### config.mk
export PLATFORM = sky130hd
export DESIGN_NAME = elastic_buffer
export DESIGN_NICKNAME = d
export VERILOG_FILES = /design/src/rtl/elastic_ring.sv /design/src/rtl/register.sv /design/src/rtl/elastic_buffer.sv
export SDC_FILE = /design/constraint.sdc
export NUM_CORES = 1
export LEC_CHECK = 0
export ABC_AREA = 0
export CAP_MARGIN = 40
export CORE_ASPECT_RATIO = 1.4
export CORE_MARGIN = 2
export CORE_UTILIZATION = 40
export DETAILED_ROUTE_END_ITERATION = 6
export PLACE_DENSITY_LB_ADDON = 0.3
export SLEW_MARGIN = 20
export SYNTH_ARGS = -nofsm -noshare
export SYNTH_HDL_FRONTEND = slang
export SYNTH_HIERARCHICAL = 1
export SYNTH_SLANG_ARGS = --single-unit
### constraint.sdc
create_clock -name clk -period 3.5 [get_ports clk]
set_clock_uncertainty 0.15 [all_clocks]
set_input_delay 0.525 -clock clk [delete_from_list [all_inputs] [get_ports clk]]
set_output_delay 0.525 -clock clk [all_outputs]
set_load 0.05 [all_outputs]
### src/rtl/elastic_ring.sv
// ----------------------------------------------------------------------------
// elastic_ring
// RING_DEPTH-entry circular storage for the elastic buffer. The parent
// guarantees it never writes when full nor reads when empty, so the ring
// keeps no occupancy of its own - only the two pointers.
//
// Parameters:
//   WORD_WIDTH  - data word width
//   RING_DEPTH  - number of entries (>=1, any integer)
// Ports:
//   clk        in   rising-edge clock
//   reset      in   asynchronous, active-high reset (pointers only)
//   i_clear    in   synchronous pointer reset, overrides read and write
//   i_wr_en    in   store i_wr_data at the write pointer and advance it
//   i_wr_data  in   word to store
//   i_rd_en    in   advance the read pointer (head consumed)
//   o_rd_data  out  current head word (combinational read)
// ----------------------------------------------------------------------------
module elastic_ring #(
  parameter int unsigned WORD_WIDTH = 8,
  parameter int unsigned RING_DEPTH = 3
) (
  input  logic                  clk,
  input  logic                  reset,
  input  logic                  i_clear,
  input  logic                  i_wr_en,
  input  logic [WORD_WIDTH-1:0] i_wr_data,
  input  logic                  i_rd_en,
  output logic [WORD_WIDTH-1:0] o_rd_data
);

  localparam int unsigned PTR_WIDTH = (RING_DEPTH > 1) ? $clog2(RING_DEPTH) : 1;
  localparam logic [PTR_WIDTH-1:0] LAST_IDX = PTR_WIDTH'(RING_DEPTH - 1);

  logic [WORD_WIDTH-1:0] r_mem [RING_DEPTH];
  logic [PTR_WIDTH-1:0]  r_wr_ptr;
  logic [PTR_WIDTH-1:0]  r_rd_ptr;

  // Depth need not be a power of two, so wrap by explicit compare.
  function automatic logic [PTR_WIDTH-1:0] f_next(input logic [PTR_WIDTH-1:0] ptr);
    return (ptr == LAST_IDX) ? '0 : ptr + PTR_WIDTH'(1);
  endfunction

  always_ff @(posedge clk or posedge reset) begin
    if (reset) begin
      r_wr_ptr <= '0;
      r_rd_ptr <= '0;
    end else if (i_clear) begin
      r_wr_ptr <= '0;
      r_rd_ptr <= '0;
    end else begin
      if (i_wr_en) r_wr_ptr <= f_next(r_wr_ptr);
      if (i_rd_en) r_rd_ptr <= f_next(r_rd_ptr);
    end
  end

  // NOTE: storage deliberately has no reset; a slot is only ever read after
  // it has been written, so resetting the array would buy nothing.
  always_ff @(posedge clk) begin
    if (i_wr_en && !i_clear) begin
      r_mem[r_wr_ptr] <= i_wr_data;
    end
  end

  assign o_rd_data = r_mem[r_rd_ptr];

endmodule

### src/rtl/register.sv
// ----------------------------------------------------------------------------
// register
// Generic enabled flop bank with asynchronous active-high reset.
//
// Parameters:
//   WIDTH        - number of bits
//   RESET_VALUE  - value loaded while reset is high
// Ports:
//   clk       in   rising-edge clock
//   reset     in   asynchronous, active-high reset
//   i_clk_en  in   load enable; o_q holds when low
//   i_d       in   next value
//   o_q       out  registered value
// ----------------------------------------------------------------------------
module register #(
  parameter int unsigned      WIDTH       = 1,
  parameter logic [WIDTH-1:0] RESET_VALUE = '0
) (
  input  logic             clk,
  input  logic             reset,
  input  logic             i_clk_en,
  input  logic [WIDTH-1:0] i_d,
  output logic [WIDTH-1:0] o_q
);

  // NOTE: non-blocking assignment so every flop in the design samples
  // pre-edge values and the evaluation order of processes cannot matter.
  always_ff @(posedge clk or posedge reset) begin
    if (reset) begin
      o_q <= RESET_VALUE;
    end else if (i_clk_en) begin
      o_q <= i_d;
    end
  end

endmodule

### src/rtl/elastic_buffer.sv
// ----------------------------------------------------------------------------
// elastic_buffer
// Ready/valid elastic buffer of DEPTH words: one output register holding the
// oldest word plus a (DEPTH-1)-entry ring for the rest. i_ready, o_valid,
// o_data, o_count and o_almost_full are all registered, so there is no
// combinational path between the upstream and downstream handshakes.
//
// Parameters:
//   WORD_WIDTH         - data word width (>=1)
//   DEPTH              - total capacity incl. output register (>=2)
//   ALMOST_FULL_LEVEL  - occupancy at/above which o_almost_full is set
// Ports:
//   clk            in   rising-edge clock
//   reset          in   asynchronous, active-high reset
//   i_clear        in   synchronous flush; beats insert and remove
//   i_valid        in   upstream word valid
//   i_ready        out  buffer accepts a word this cycle
//   i_data         in   upstream word
//   o_valid        out  o_data holds the oldest word
//   o_ready        in   downstream accepts
//   o_data         out  oldest word
//   o_count        out  occupancy 0..DEPTH
//   o_almost_full  out  o_count >= ALMOST_FULL_LEVEL
// ----------------------------------------------------------------------------
module elastic_buffer #(
  parameter  int unsigned WORD_WIDTH        = 8,
  parameter  int unsigned DEPTH             = 4,
  parameter  int unsigned ALMOST_FULL_LEVEL = DEPTH - 1,
  localparam int unsigned COUNT_WIDTH       = $clog2(DEPTH + 1)
) (
  input  logic                   clk,
  input  logic                   reset,
  input  logic                   i_clear,
  input  logic                   i_valid,
  output logic                   i_ready,
  input  logic [WORD_WIDTH-1:0]  i_data,
  output logic                   o_valid,
  input  logic                   o_ready,
  output logic [WORD_WIDTH-1:0]  o_data,
  output logic [COUNT_WIDTH-1:0] o_count,
  output logic                   o_almost_full
);

  localparam logic [COUNT_WIDTH-1:0] FULL_COUNT = COUNT_WIDTH'(DEPTH);
  localparam logic [COUNT_WIDTH-1:0] AF_COUNT   = COUNT_WIDTH'(ALMOST_FULL_LEVEL);

  logic                   w_insert;
  logic                   w_remove;
  logic                   w_ring_empty;
  logic                   w_load;
  logic                   w_rd_en;
  logic                   w_wr_en;
  logic                   w_data_en;
  logic [WORD_WIDTH-1:0]  w_data_next;
  logic [WORD_WIDTH-1:0]  w_ring_data;
  logic [COUNT_WIDTH-1:0] w_count_next;

  assign w_insert = i_valid & i_ready;
  assign w_remove = o_valid & o_ready;
  // The output register holds one word whenever count > 0, so the ring
  // holds count-1 words and is empty for count 0 or 1.
  assign w_ring_empty = (o_count < COUNT_WIDTH'(2));
  assign w_load       = !o_valid | w_remove;

  // NOTE: every always_comb output gets a default first, so no path through
  // the block leaves a signal unassigned and no latch is inferred.
  always_comb begin
    w_rd_en      = 1'b0;
    w_wr_en      = 1'b0;
    w_data_en    = 1'b0;
    w_data_next  = i_data;
    w_count_next = o_count + COUNT_WIDTH'(w_insert) - COUNT_WIDTH'(w_remove);

    if (i_clear) begin
      w_count_next = '0;
    end else begin
      if (w_load && !w_ring_empty) begin
        // Refill the output register from the ring head.
        w_rd_en     = 1'b1;
        w_data_en   = 1'b1;
        w_data_next = w_ring_data;
      end else if (w_load && w_insert) begin
        // Ring empty: bypass straight into the output register.
        w_data_en   = 1'b1;
      end
      // Any insert that did not go to the output register lands in the ring.
      w_wr_en = w_insert && !(w_load && w_ring_empty);
    end
  end

  elastic_ring #(
    .WORD_WIDTH (WORD_WIDTH),
    .RING_DEPTH (DEPTH - 1)
  ) u_ring (
    .clk       (clk),
    .reset     (reset),
    .i_clear   (i_clear),
    .i_wr_en   (w_wr_en),
    .i_wr_data (i_data),
    .i_rd_en   (w_rd_en),
    .o_rd_data (w_ring_data)
  );

  register #(.WIDTH(WORD_WIDTH), .RESET_VALUE('0)) u_data_reg (
    .clk (clk), .reset (reset), .i_clk_en (w_data_en),
    .i_d (w_data_next), .o_q (o_data)
  );

  register #(.WIDTH(COUNT_WIDTH), .RESET_VALUE('0)) u_count_reg (
    .clk (clk), .reset (reset), .i_clk_en (1'b1),
    .i_d (w_count_next), .o_q (o_count)
  );

  register #(.WIDTH(1), .RESET_VALUE(1'b1)) u_ready_reg (
    .clk (clk), .reset (reset), .i_clk_en (1'b1),
    .i_d (w_count_next != FULL_COUNT), .o_q (i_ready)
  );

  register #(.WIDTH(1), .RESET_VALUE(1'b0)) u_valid_reg (
    .clk (clk), .reset (reset), .i_clk_en (1'b1),
    .i_d (w_count_next != '0), .o_q (o_valid)
  );

  register #(.WIDTH(1), .RESET_VALUE(1'b0)) u_af_reg (
    .clk (clk), .reset (reset), .i_clk_en (1'b1),
    .i_d (w_count_next >= AF_COUNT), .o_q (o_almost_full)
  );

`ifdef FORMAL
  a_count_max: assert property (@(posedge clk) disable iff (reset)
    o_count <= FULL_COUNT);
  a_valid_count: assert property (@(posedge clk) disable iff (reset)
    o_valid == (o_count != '0));
  a_ready_count: assert property (@(posedge clk) disable iff (reset)
    i_ready == (o_count != FULL_COUNT));
  a_count_step: assert property (@(posedge clk) disable iff (reset)
    !$past(i_clear) |-> (o_count == $past(o_count)) ||
                        (o_count == $past(o_count) + COUNT_WIDTH'(1)) ||
                        (o_count + COUNT_WIDTH'(1) == $past(o_count)));
  m_upstream_hold: assume property (@(posedge clk) disable iff (reset)
    (i_valid && !i_ready) |=> (i_valid && $stable(i_data)));
`endif

endmodule

# After elaboration in Yosys (flattened, before gate mapping)
# Memory sizes are Yosys's and may differ from the RTL's.
# Index checks and enable logic that the tools add are counted.
[op_classes] add_sub_neg=4 mux=17 n_reduce_logical=12 n_bitwise=3 eq_ne=3 magnitude_cmp=2
[ops] operator="8-bit 2-to-1 mux" n=2
[ops] operator="2-bit 2-to-1 mux" n=6
[ops] operator="1-bit 2-to-1 mux" n=8
[ops] operator="1-bit logical AND" n=5
[ops] operator="2-bit by 1-bit adder with 2-bit output, second input constant" n=2
[ops] operator="2-bit equality test, second input constant" n=2
[ops] operator="1-bit logical NOT" n=4
[ops] operator="2-bit nonzero test" n=2
[ops] operator="3-bit by 1-bit adder with 3-bit output" n=1
[ops] operator="3-bit by 2-bit >= comparator with 1-bit output, second input constant" n=1
[ops] operator="3-bit by 2-bit less-than comparator with 1-bit output, second input constant" n=1
[ops] operator="3-bit 2-to-1 mux" n=1
[ops] operator="3-bit != test, second input constant" n=1
[ops] operator="3-bit nonzero test" n=1
[ops] operator="3-bit by 1-bit subtractor with 3-bit output" n=1
[ops] operator="1-bit bitwise AND" n=2
[ops] operator="1-bit OR" n=1
[totals] mem_count=1 ram_bits=24 ff_bits=18 input_bits=13
[mem_list] name="u_ring.r_mem" depth=3 width=8 read_ports=1 rd_ports_with_merged_regs=0 write_ports=1 line="elastic_ring.sv:35" source="logic [WORD_WIDTH-1:0] r_mem [RING_DEPTH];"

# Longest topological paths before layout
[depth] depth_word=9 depth_mapped=10

# Cells and area by module
# Netlist, hierarchy kept.
[modules_own_cells] mod="elastic_ring" n_inst=1 seq_area_each_um2=820.8 area_each_um2=1104.8 cells_each=71
[modules_own_cells] mod="register at u_data_reg" n_inst=1 seq_area_each_um2=200.2 area_each_um2=335.3 cells_each=18
[modules_own_cells] mod="elastic_buffer" n_inst=1 seq_area_each_um2=0.0 area_each_um2=314.1 cells_each=35
[modules_own_cells] mod="register at u_count_reg" n_inst=1 seq_area_each_um2=75.1 area_each_um2=112.6 cells_each=7
[modules_own_cells] mod="register at u_af_reg ..." n_inst=2 seq_area_each_um2=25.0 area_each_um2=43.8 cells_each=3
[modules_own_cells] mod="register at u_ready_reg" n_inst=1 seq_area_each_um2=26.3 area_each_um2=45.0 cells_each=3

# Least setup slack after synthesis
# No wires, ideal clock.
[synth_path] path_kind="register to register" from="reg u_count_reg.o_q[1]" to="mem u_ring.r_mem[0][0], enable pin" setup_slack_ns=0.506 period_less_slack_ns=2.994 path_buffers=0 t_arrival_ns=2.446 path_stages_with_launch=6 setup_time_ns=0.398 t_required_ns=2.952 cell_sequence="dfrtp_1 -> inv_1 -> ha_1 -> and2b_2 -> nor3_1 -> nor4b_1"
[synth_between] elab_chain_len=8
[synth_lines] item="from (decl)" line="register.sv:23" source="output logic [WIDTH-1:0] o_q"
[synth_lines] item="from (signal assigned)" line="register.sv:32" source="o_q <= i_d;"
[synth_lines] item="3-bit by 2-bit less-than comparator with 1-bit output" line="elastic_buffer.sv:62" source="assign w_ring_empty = (o_count < COUNT_WIDTH'(2));"
[synth_lines] item="1-bit logical AND" line="elastic_buffer.sv:87" source="w_wr_en = w_insert && !(w_load && w_ring_empty);"
[synth_lines] item="1-bit logical NOT" line="elastic_buffer.sv:87"
[synth_lines] item="1-bit logical AND" line="elastic_buffer.sv:87"
[synth_lines] item="1-bit 2-to-1 mux" line="elastic_buffer.sv:74" source="if (i_clear) begin"
[synth_lines] item="via w_wr_en" line="elastic_buffer.sv:52" source="logic w_wr_en;"
[synth_lines] item="1-bit logical AND" line="elastic_ring.sv:60" source="if (i_wr_en && !i_clear) begin"
[synth_lines] item="1-bit 2-to-1 mux" line="elastic_ring.sv:60"
[synth_lines] item="1-bit 2-to-1 mux (implied by the code)" line="elastic_ring.sv:61" source="r_mem[r_wr_ptr] <= i_wr_data;"
[synth_lines] item="to (decl)" line="elastic_ring.sv:35"
# The timed path passes the listed nets, and every way through them passes these cells.

# Final worst setup path
[layout_path] from="in o_ready" to="reg u_valid_reg.o_q"
[layout_between] elab_chain_len=4
[layout_lines] item="from (decl)" line="elastic_buffer.sv:38" source="input logic o_ready,"
[layout_lines] item="1-bit bitwise AND" line="elastic_buffer.sv:59" source="assign w_remove = o_valid & o_ready;"
[layout_lines] item="3-bit by 1-bit subtractor with 3-bit output" line="elastic_buffer.sv:72" source="w_count_next = o_count + COUNT_WIDTH'(w_insert) - COUNT_WIDTH'(w_remove);"
[layout_lines] item="3-bit 2-to-1 mux" line="elastic_buffer.sv:74"
[layout_lines] item="3-bit nonzero test" line="elastic_buffer.sv:121" source=".i_d (w_count_next != '0), .o_q (o_valid)"
[layout_lines] item="to (signal assigned)" line="register.sv:32"
[layout_lines] item="to (decl)" line="register.sv:23"
# No other way between the ends.
# A chain may end at the register's enable or synchronous reset.

==> impl_metrics.tcl <==
set metrics [dict create \
    outcome "complete, no violations" \
    layout_worst_path_cycle_share_pct 78.8 \
    required_ns 3.52 \
    ctsResizeCount 0 \
    setup-tns-final_ns 0 \
    final.min_clock_period_ns 2.76 \
    detail_routed_via_count_per_cell 4.84 \
    floorplan.rows 30 \
    clock_tree_from_tritoncts "done" \
    synthesis.area_per_instance_um2 14.3 \
    area.growth.synth_to_final_pct 21.8 \
    final_core_utilization_pct 50.3 \
    worst_slack_ns 0.741 \
    power_per_cell_area_nw_per_um2 794 \
    start_util_pct 41.3 \
    cp_max_fo 3 \
    fp.coreArea_um2 4840 \
    synth_cell_types 31 \
    clock_path_buffers 2 \
    power.switching_fraction_pct 38.4 \
    wire_per_inst_um 15.0 \
    post-layout-total-power_mw 1.93 \
    final_cell_count_no_fill 243 \
    insertedDiodeCount 0 \
    power.switching_mw 0.743 \
    netlist_area_um2 2000 \
    power.ir.vdd_worst_v 0.000460 \
    cts_hold_repair.buffers 0 \
    grt_pass1_wl_um 6020 \
    globalplace.congestion 0.735 \
    power_leakage_nw 0.977 \
    route.detailed.drc 0 \
    clock_power_share_pct 14.9 \
    crit_arrival_ns 2.78 \
    first_global_vias 1200 \
    die_y_um 87.7 \
    synthDominantAreaCellType "sky130_fd_sc_hd__edfxtp_1" \
    internal_power_mw 1.19 \
    ys_top_cells_by_area "sky130_fd_sc_hd__edfxtp_1 36%, sky130_fd_sc_hd__dfrtp_1 21%, sky130_fd_sc_hd__mux2_4 14%" \
    clk_pin_slew_worst_paths_ns 0.07 \
    hold_class "flip-flop to flip-flop" \
    grt_start_max_net_pins 20 \
    detailedPlacementHpwl_um 2600 \
    cell_chain_of_the_critical_path "clkdlybuf4s50_1 > and2_2 > ha_1 > inv_1 > ha_1 > inv_1 > fa_1 > nor2b_1 > a21oi_1 > mux2_4" \
    dieArea_um2 5590 \
    final_max_slew_viol_count 0 \
    layout-drive-gt1-share_pct 21.2 \
    port_buffers 26 \
    crit_path_top_delay_cell "sky130_fd_sc_hd__fa_1" \
    setup_crit_path_kind "input pin to flip-flop" \
    ioPinCount 27 \
    ys_seq_elements 42 \
    detailroute.via_count 1177 \
    hold_viol 0 \
    cts_htree_levels 2 \
    drt_first_iter_violations 40 \
    cts_made_buffers 5 \
    worst_setup_path_end_kind "flip-flop" \
    post_layout_instance_area_um2 2440 \
    dp_slack_ns 0.449 \
    detail_route.wirelength_um 3650 \
    final.hold.worst_slack_ns 0.371 \
    cts_setup_buffers 0 \
    slew_margin_rel_pct 59.0 \
    clock_latency_ns 0.29 \
    critical_path_startpoint_category "input pin" \
    synthCells 140 \
    fmax_ghz 0.362 \
    grt_setup_unrepaired "false" \
    grtUsageTotal_pct 14.7 \
    worst_pin_slew_ns 0.615 \
    grt_overflow_total 0 \
    detailed_routing_iteration_count_for_the_pre_antenna_repair_pass 4 \
    filler_cell_count 419 \
    seq_power_share_pct 36.7 \
    pwr-share-comb_pct 48.4 \
    final_layout_net_count 195 \
    clock_tree.root_cell "sky130_fd_sc_hd__clkbuf_8" \
    number_of_placed_cells_counting_well_taps 235 \
    netlist.area_leader.share_pct 36.0 \
    timing.max_cap.violations 0 \
    numClockSinks 42 \
    drt.antenna.violating_nets 0 \
    antenna_found_initial 0 \
    cpPeakStageDelay_ns 0.50 \
    fp.dieW_um 63.8 \
    synth.yosys.warnings 6 \
    finalSetupViolations 0 \
    seq_area_frac_synth_pct 58.6 \
    placed_cell_area_um2 2350 \
]
worst paths after layout:
kind | from | endpoint | slack [ns] | cells after the start
max | o_ready | u_valid_reg/o_q | 0.74 | 10
min | u_data_reg/o_q[5] | u_data_reg/o_q[5] | 0.37 | 1
max reg2reg | u_ready_reg/o_q | u_valid_reg/o_q | 0.99 | 9
min reg2reg | u_data_reg/o_q[5] | u_data_reg/o_q[5] | 0.37 | 1
max in group asynchronous | reset | u_data_reg/o_q[1] | 2.33 | 2
min in group asynchronous | reset | u_af_reg/o_q | 0.40 | 2
power groups by stage:
stage / clock network, mW / logic [mW] / registers (mW)
floorplan: 0 / 0.442 / 0.960
global placement: 0 / 0.921 / 0.715
detailed placement: 0 / 0.941 / 0.720
CTS: 0.301 / 0.944 / 0.711
global route: 0.321 / 1.00 / 0.722
finish: 0.289 / 0.936 / 0.709
cell usage in the layout, fill, tap and decap left out, types with 3 or more instances in the layout:
master	netlist	final
sky130_fd_sc_hd__inv_1	11	11
sky130_fd_sc_hd__nand2b_1	5	5
sky130_fd_sc_hd__clkbuf_8	0	5
sky130_fd_sc_hd__dfrtp_1	17	17
sky130_fd_sc_hd__buf_4	1	5
sky130_fd_sc_hd__edfxtp_1	24	24
sky130_fd_sc_hd__o21ai_0	8	8
sky130_fd_sc_hd__mux2i_1	8	8
sky130_fd_sc_hd__mux2_4	19	19
sky130_fd_sc_hd__ha_1	3	3
sky130_fd_sc_hd__a21oi_1	6	6
sky130_fd_sc_hd__clkdlybuf4s50_1	0	26
sky130_fd_sc_hd__conb_1	1	6
sky130_fd_sc_hd__mux2_2	3	3
sky130_fd_sc_hd__nand2_1	10	10
layout make-up:
class	count	area (um^2)	area share, %
clock buffers	6	72.6	2.98
clock inverters	2	8.76	0.360
inverters	11	41.3	1.69
multi-input cells	87	763	31.3
flip-flops and latches	42	1170	48.1
well taps	64	80.1	3.29
repair buffers	31	298	12.2
worst max-delay path: cells and delay by family:
| kind | cells | cell delay, ns |
|---|---|---|
| compound gates | 1 | 0.09 |
| mux | 1 | 0.27 |
| fa+ha+maj | 3 | 0.91 |
| simple gates | 2 | 0.42 |
| buf+inv | 3 | 0.58 |
cell families (layout without fill, tap and decap cells):
kind of cell | after synthesis | count (layout) | share of synthesized area, %
adder cells (fa/ha/maj) | 4 | 4 | 2.88
other | 1 | 6 | 0.188
flip-flops | 42 | 42 | 58.6
buffers and inverters | 16 | 50 | 4.38
AND/OR/NAND/NOR | 31 | 31 | 9.64
AO/OA/AOI/OAI | 15 | 15 | 3.88
XOR/XNOR | 1 | 1 | 0.438
multiplexers | 30 | 30 | 20.0
metal layers:
metal	up-vias	track usage, %	part of all wire (%)
li1	562	-	-
met1	582	15.9	41
met2	26	27.2	53
met3	7	3.60	3.1
met4	0	6.52	1.9
met5	-	0	0
cells in the mapped netlist:
library cell / instances
sky130_fd_sc_hd__a211oi_1: 1
sky130_fd_sc_hd__a21oi_1: 6
sky130_fd_sc_hd__and2_2: 1
sky130_fd_sc_hd__and2b_1: 1
sky130_fd_sc_hd__and2b_2: 1
sky130_fd_sc_hd__buf_2: 1
sky130_fd_sc_hd__buf_4: 1
sky130_fd_sc_hd__buf_6: 3
sky130_fd_sc_hd__conb_1: 1
sky130_fd_sc_hd__dfrtp_1: 17
sky130_fd_sc_hd__dfstp_2: 1
sky130_fd_sc_hd__edfxtp_1: 24
sky130_fd_sc_hd__fa_1: 1
sky130_fd_sc_hd__ha_1: 3
sky130_fd_sc_hd__inv_1: 11
sky130_fd_sc_hd__mux2_2: 3
sky130_fd_sc_hd__mux2_4: 19
sky130_fd_sc_hd__mux2i_1: 8
sky130_fd_sc_hd__nand2_1: 10
sky130_fd_sc_hd__nand2b_1: 5
sky130_fd_sc_hd__nand3b_1: 2
sky130_fd_sc_hd__nor2_1: 2
sky130_fd_sc_hd__nor2b_1: 1
sky130_fd_sc_hd__nor2b_4: 1
sky130_fd_sc_hd__nor3_1: 1
sky130_fd_sc_hd__nor4b_1: 1
sky130_fd_sc_hd__nor4bb_1: 2
sky130_fd_sc_hd__o21ai_0: 8
sky130_fd_sc_hd__or3_1: 1
sky130_fd_sc_hd__or3b_1: 2
sky130_fd_sc_hd__xnor2_1: 1
flip-flops by register name, summed over array words and instances, names as in the netlist:
register	count
u_valid_reg/o_q	1
u_af_reg/o_q	1
u_ring/r_rd_ptr	2
u_data_reg/o_q	8
u_ready_reg/o_q	1
u_count_reg/o_q	3
u_ring/r_wr_ptr	2
u_ring/r_mem	24
Note: power is estimated with default switching activity, not from simulation.
